$ cat src/rtl/ripple_carry_counter.sv
// ripple_carry_counter: WIDTH-bit synchronous up-counter built from chained T stages.
// Define RCC_SATURATE_EN to hold at all ones instead of wrapping.
module ripple_carry_counter #(
  parameter int WIDTH = 4
) (
  output logic [WIDTH-1:0] q,
  input  logic             clk,
  input  logic             rst
);
  logic [WIDTH-1:0] carry;
`ifdef RCC_SATURATE_EN
  assign carry[0] = ~&q;
`else
  assign carry[0] = 1'b1;
`endif
  for (genvar i = 1; i < WIDTH; i++) begin : g_carry
    assign carry[i] = carry[i-1] & q[i-1];
  end
  // Each bit is a T flip-flop: toggle when every lower bit is set.
  always_ff @(posedge clk)
    q <= rst ? '0 : q ^ carry;
endmodule

$ cat config.mk
export PLATFORM = sky130hd
export DESIGN_NAME = ripple_carry_counter
export DESIGN_NICKNAME = d
export VERILOG_FILES = /design/src/rtl/ripple_carry_counter.sv
export SDC_FILE = /design/constraint.sdc
export NUM_CORES = 1
export LEC_CHECK = 0
export CAP_MARGIN = 10
export CORE_AREA = 10 10 47 49
export CTS_BUF_LIST = sky130_fd_sc_hd__clkbuf_16
export DETAILED_ROUTE_END_ITERATION = 10
export DIE_AREA = 0 0 57 59
export SLEW_MARGIN = 20
export SYNTH_ARGS = -nofsm -noshare
export SYNTH_HDL_FRONTEND = slang
export SYNTH_SLANG_ARGS = --single-unit
$ cat constraint.sdc
create_clock -name clk -period 1.31 [get_ports clk]
set_input_delay 0.1965 -clock clk [delete_from_list [all_inputs] [get_ports clk]]
set_output_delay 0.1965 -clock clk [all_outputs]
set_load 0.03 [all_outputs]
Word level (Yosys, flattened, before mapping)
Cells that the tools add are included.

Flip-flop bits (word level): 4. Bits in latches: 0. RAM bits: 0. ROM bits: 0. Memories kept: 0.

$add $sub $neg: 0. Multipliers: 0. Divide/modulo/power cells: 0. Order comparisons: 0. Eq/ne operators: 0. Shift-type cells: 0. Muxes and demuxes: 0. Bitwise operators: 3. Reductions and logical operators: 0.

Operator list (number): 4-bit XOR (1); 1-bit AND (2).

Depth between registers and ports, before layout
Word-level depth: 3. Gate-level depth with buffers: 4. Mapped depth without buffers: 4.

Least setup slack after synthesis
OpenSTA, ideal clock, no wires.

Path type: register to register. Start: register q[0]. End: register q[2]. Setup time: 114 ps. Data arrival time: 1026 ps. Path slack: 170 ps. Stages on the path, launching flop included: 4. Clock period less this slack: 1140 ps. Path through: dfxtp_1 -> ha_1 -> ha_1 -> nor2b_1.

Cells in the longest elaborated chain, start to end: 2.

RTL lines: start: declaration (RTL line 6) `output logic [WIDTH-1:0] q,`; start signal: assignment (RTL line 21) `q <= rst ? '0 : q ^ carry;`; 1-bit AND (RTL line 17) `assign carry[i] = carry[i-1] & q[i-1];`; 4-bit XOR (RTL line 21).

Every way passes these cells. A chain may end at the register's enable or synchronous reset.

Final worst setup path
Start: register q[0]. End: output q[0].

No word-level cell between the ends.

==> flow_summary.yaml <==
status:
  outcome: "completed"
yosys:
  syn-num-nets: 15
  yosys.area.top_type: "dfxtp_1"
  synth_area_leaders: "dfxtp_1 60%, ha_1 19%, nor2b_1 9.3%"
  mappedNetlistArea_um2: 134
  yosysUniqueCellTypes: 5
  ys_ff_latch: 4
  yosys_warnings: 0
  synthCells: 11
  synth_top_cell_area_share_pct: 59.8
  synth_seq_area_share_pct: 59.8
  synth.avg_cell_area_um2: 12.2
finish:
  drive_gt1_share_pct: 15.8
  regArea_um2: 80.1
  multiInputGateArea_um2: 53.8
  design_area_um2: 274
  regMostFlops: "q"
  fin_nets: 25
  insertedDiodeCount: 0
  area_growth_pct: 105
  n_fill_cell: 158
  largest_reg_flops: 4
  reg_top3: "q (4)"
clock_network:
  cts.path.max_buffers: 2
  ctsHoldBuffers: 0
  cts_root_buf: "clkbuf_16"
  numCtsBuffers: 3
  clk_latency_ns: 0.22
  htreeDepth: 1
  cts_num_sinks: 4
  cts_tree: "yes"
  clk_transition_reported_paths_ns: 0.03
timing:
  period_share_pct: 88.7
  tightestPinTransition_ns: 0.316
  tns_ns: 0
  fmax_mhz: 861
  max_slew_margin_pct: 79.0
  finClkSkew_ns: 0.00139
  hold_viol_final: 0
  drv_slew: 0
  finalSetupViolCount: 0
  rsz0062_at_grt: "no"
  fin_crit_ns: 1.16
detailed_routing:
  wl_met1_um: 163
  drc_errors: 0
  wire_per_inst_um: 7.94
  routed_wirelength_um: 278
  ant_nets: 0
  drt_first_iter_violations: 1
  vias: 96
  drtPass1Iterations: 2
  viasPerCell: 2.74
  wl_met3_um: 60
  wl_met2_um: 54
  routed.top_layer: "met3"
power:
  power_uw: 645
  vdd_drop_max_uv: 1330
  power.leakage_nw: 0.133
  seqPwrFrac_pct: 20.9
  clockPowerShare_pct: 73.0
  power_density_nw_per_um2: 2350
  power_switching_uw: 109
  intPower_uw: 536
  power_frac_comb_pct: 6.2
  switching_share_pct: 16.9
floorplan:
  rows: 14
  die_area_um2: 3360
  dieWidth_um: 57
  ios: 6
  dieHeight_um: 59
  start_util_pct: 9.55
  core_um2: 1400
worst_setup_path:
  crit_type: "flop to primary output"
  cp_slowest_cell: "dlygate4sd2_1"
  reg2reg_slack_ns: 0.32
  r2r_cells: 4
  crit_end: "q[0]"
  r2r_start: "q[0]$_SDFF_PP0_"
  worst-path-stages: 1
  cp_top_family: "buffers and inverters"
  cp-end-kind: "primary output"
  crit_start: "q[0]$_SDFF_PP0_"
  startpoint_type: "flop"
  r2r-end: "q[3]$_SDFF_PP0_"
  path_max_fanout: 3
  path_buf_inv: 1
  arrival_ns: 0.96
  critPathMaxStageDelay_ns: 0.41
  worstPathCellList: "dlygate4sd2_1"
  worstPathRequired_ns: 1.11
place:
  gp_congestion: 0.652
  io_buffers: 5
  placed_area_um2: 204
global_routing:
  grt_pass1_vias: 92
  overflow: 0
  antenna_found_initial: 0
  grt_pass1_wl_um: 455
  grt_use_total_pct: 2.07
  grt_max_degree: 5
job:
  max-cap-violations: 0
worst_hold_path:
  min_path_type: "flop to flop"
==> logic make-up (layout without fill, tap and decap cells) <==
logic type	after synthesis	after routing	synth area share (%)
flops	4	4	59.8
simple gates	4	4	15.0
fa+ha+maj	2	2	18.7
xor+xnor	1	1	6.54
buf+inv	0	8	0
==> final cells by class <==
class / instances / share of cell area [%]
tap: 16 / 7.31
clock buffer: 3 / 27.4
multi-input combinational: 7 / 19.6
timing repair buffer: 5 / 16.4
sequential: 4 / 29.2
==> repair_timing <==
item,CTS,global route
endpoints found under the setup margin,4,0
resized for setup,4,0
setup buffers,0,0
hold endpoints to repair,0,0
==> how the worst min path moves through the flow <==
stage	startpoint	to	slack (ns)	cells after the start
after floorplan	rst	q[0]$_SDFF_PP0_	0.26	1
final	q[0]$_SDFF_PP0_	q[0]$_SDFF_PP0_	0.43	1
after global placement	q[0]$_SDFF_PP0_	q[0]$_SDFF_PP0_	0.43	1
after detailed placement	q[0]$_SDFF_PP0_	q[0]$_SDFF_PP0_	0.44	1
after CTS	q[0]$_SDFF_PP0_	q[0]$_SDFF_PP0_	0.44	1
after global routing	q[0]$_SDFF_PP0_	q[0]$_SDFF_PP0_	0.47	1
==> power groups by stage <==
| stage | Clock [mW] | Combinational, mW | Sequential [mW] |
|---|---|---|---|
| after global placement | 0 | 0.0461 | 0.137 |
| after global routing | 0.491 | 0.0439 | 0.135 |
| after CTS | 0.476 | 0.0408 | 0.135 |
| after floorplan | 0 | 0.00834 | 0.152 |
| final | 0.470 | 0.0397 | 0.134 |
| after detailed placement | 0 | 0.0460 | 0.137 |
==> cell usage in the layout (no fill, tap or decap) <==
cell type	count
clkbuf_16	3
clkdlybuf4s50_1	1
dfxtp_1	4
dlygate4sd2_1	4
ha_1	2
nor2_1	2
nor2b_1	2
xnor2_1	1
==> metrics by stage <==
| step | setup WS [ns] | utilization (%) | hold WS, ns | cells |
|---|---|---|---|---|
| floorplan | 0.170 | - | 0.263 | 11 |
| global placement | 0.0991 | 14.6 | 0.430 | 32 |
| detailed placement | 0.0930 | 14.6 | 0.442 | 32 |
| CTS | 0.137 | 19.6 | 0.437 | 35 |
| global route | 0.0934 | 19.6 | 0.473 | 35 |
| finish | 0.149 | 19.6 | 0.432 | 35 |
==> layer usage <==
layer  vias up  track usage [%]
met4         0             1.01
met5         -                0
met3         0             4.08
met1        37             2.36
met2         8            0.930
li1         51                -
==> cells in the mapped netlist <==
library cell	count
dfxtp_1	4
ha_1	2
nor2_1	2
nor2b_1	2
xnor2_1	1
No activity file was read; power rests on OpenSTA's default activity.
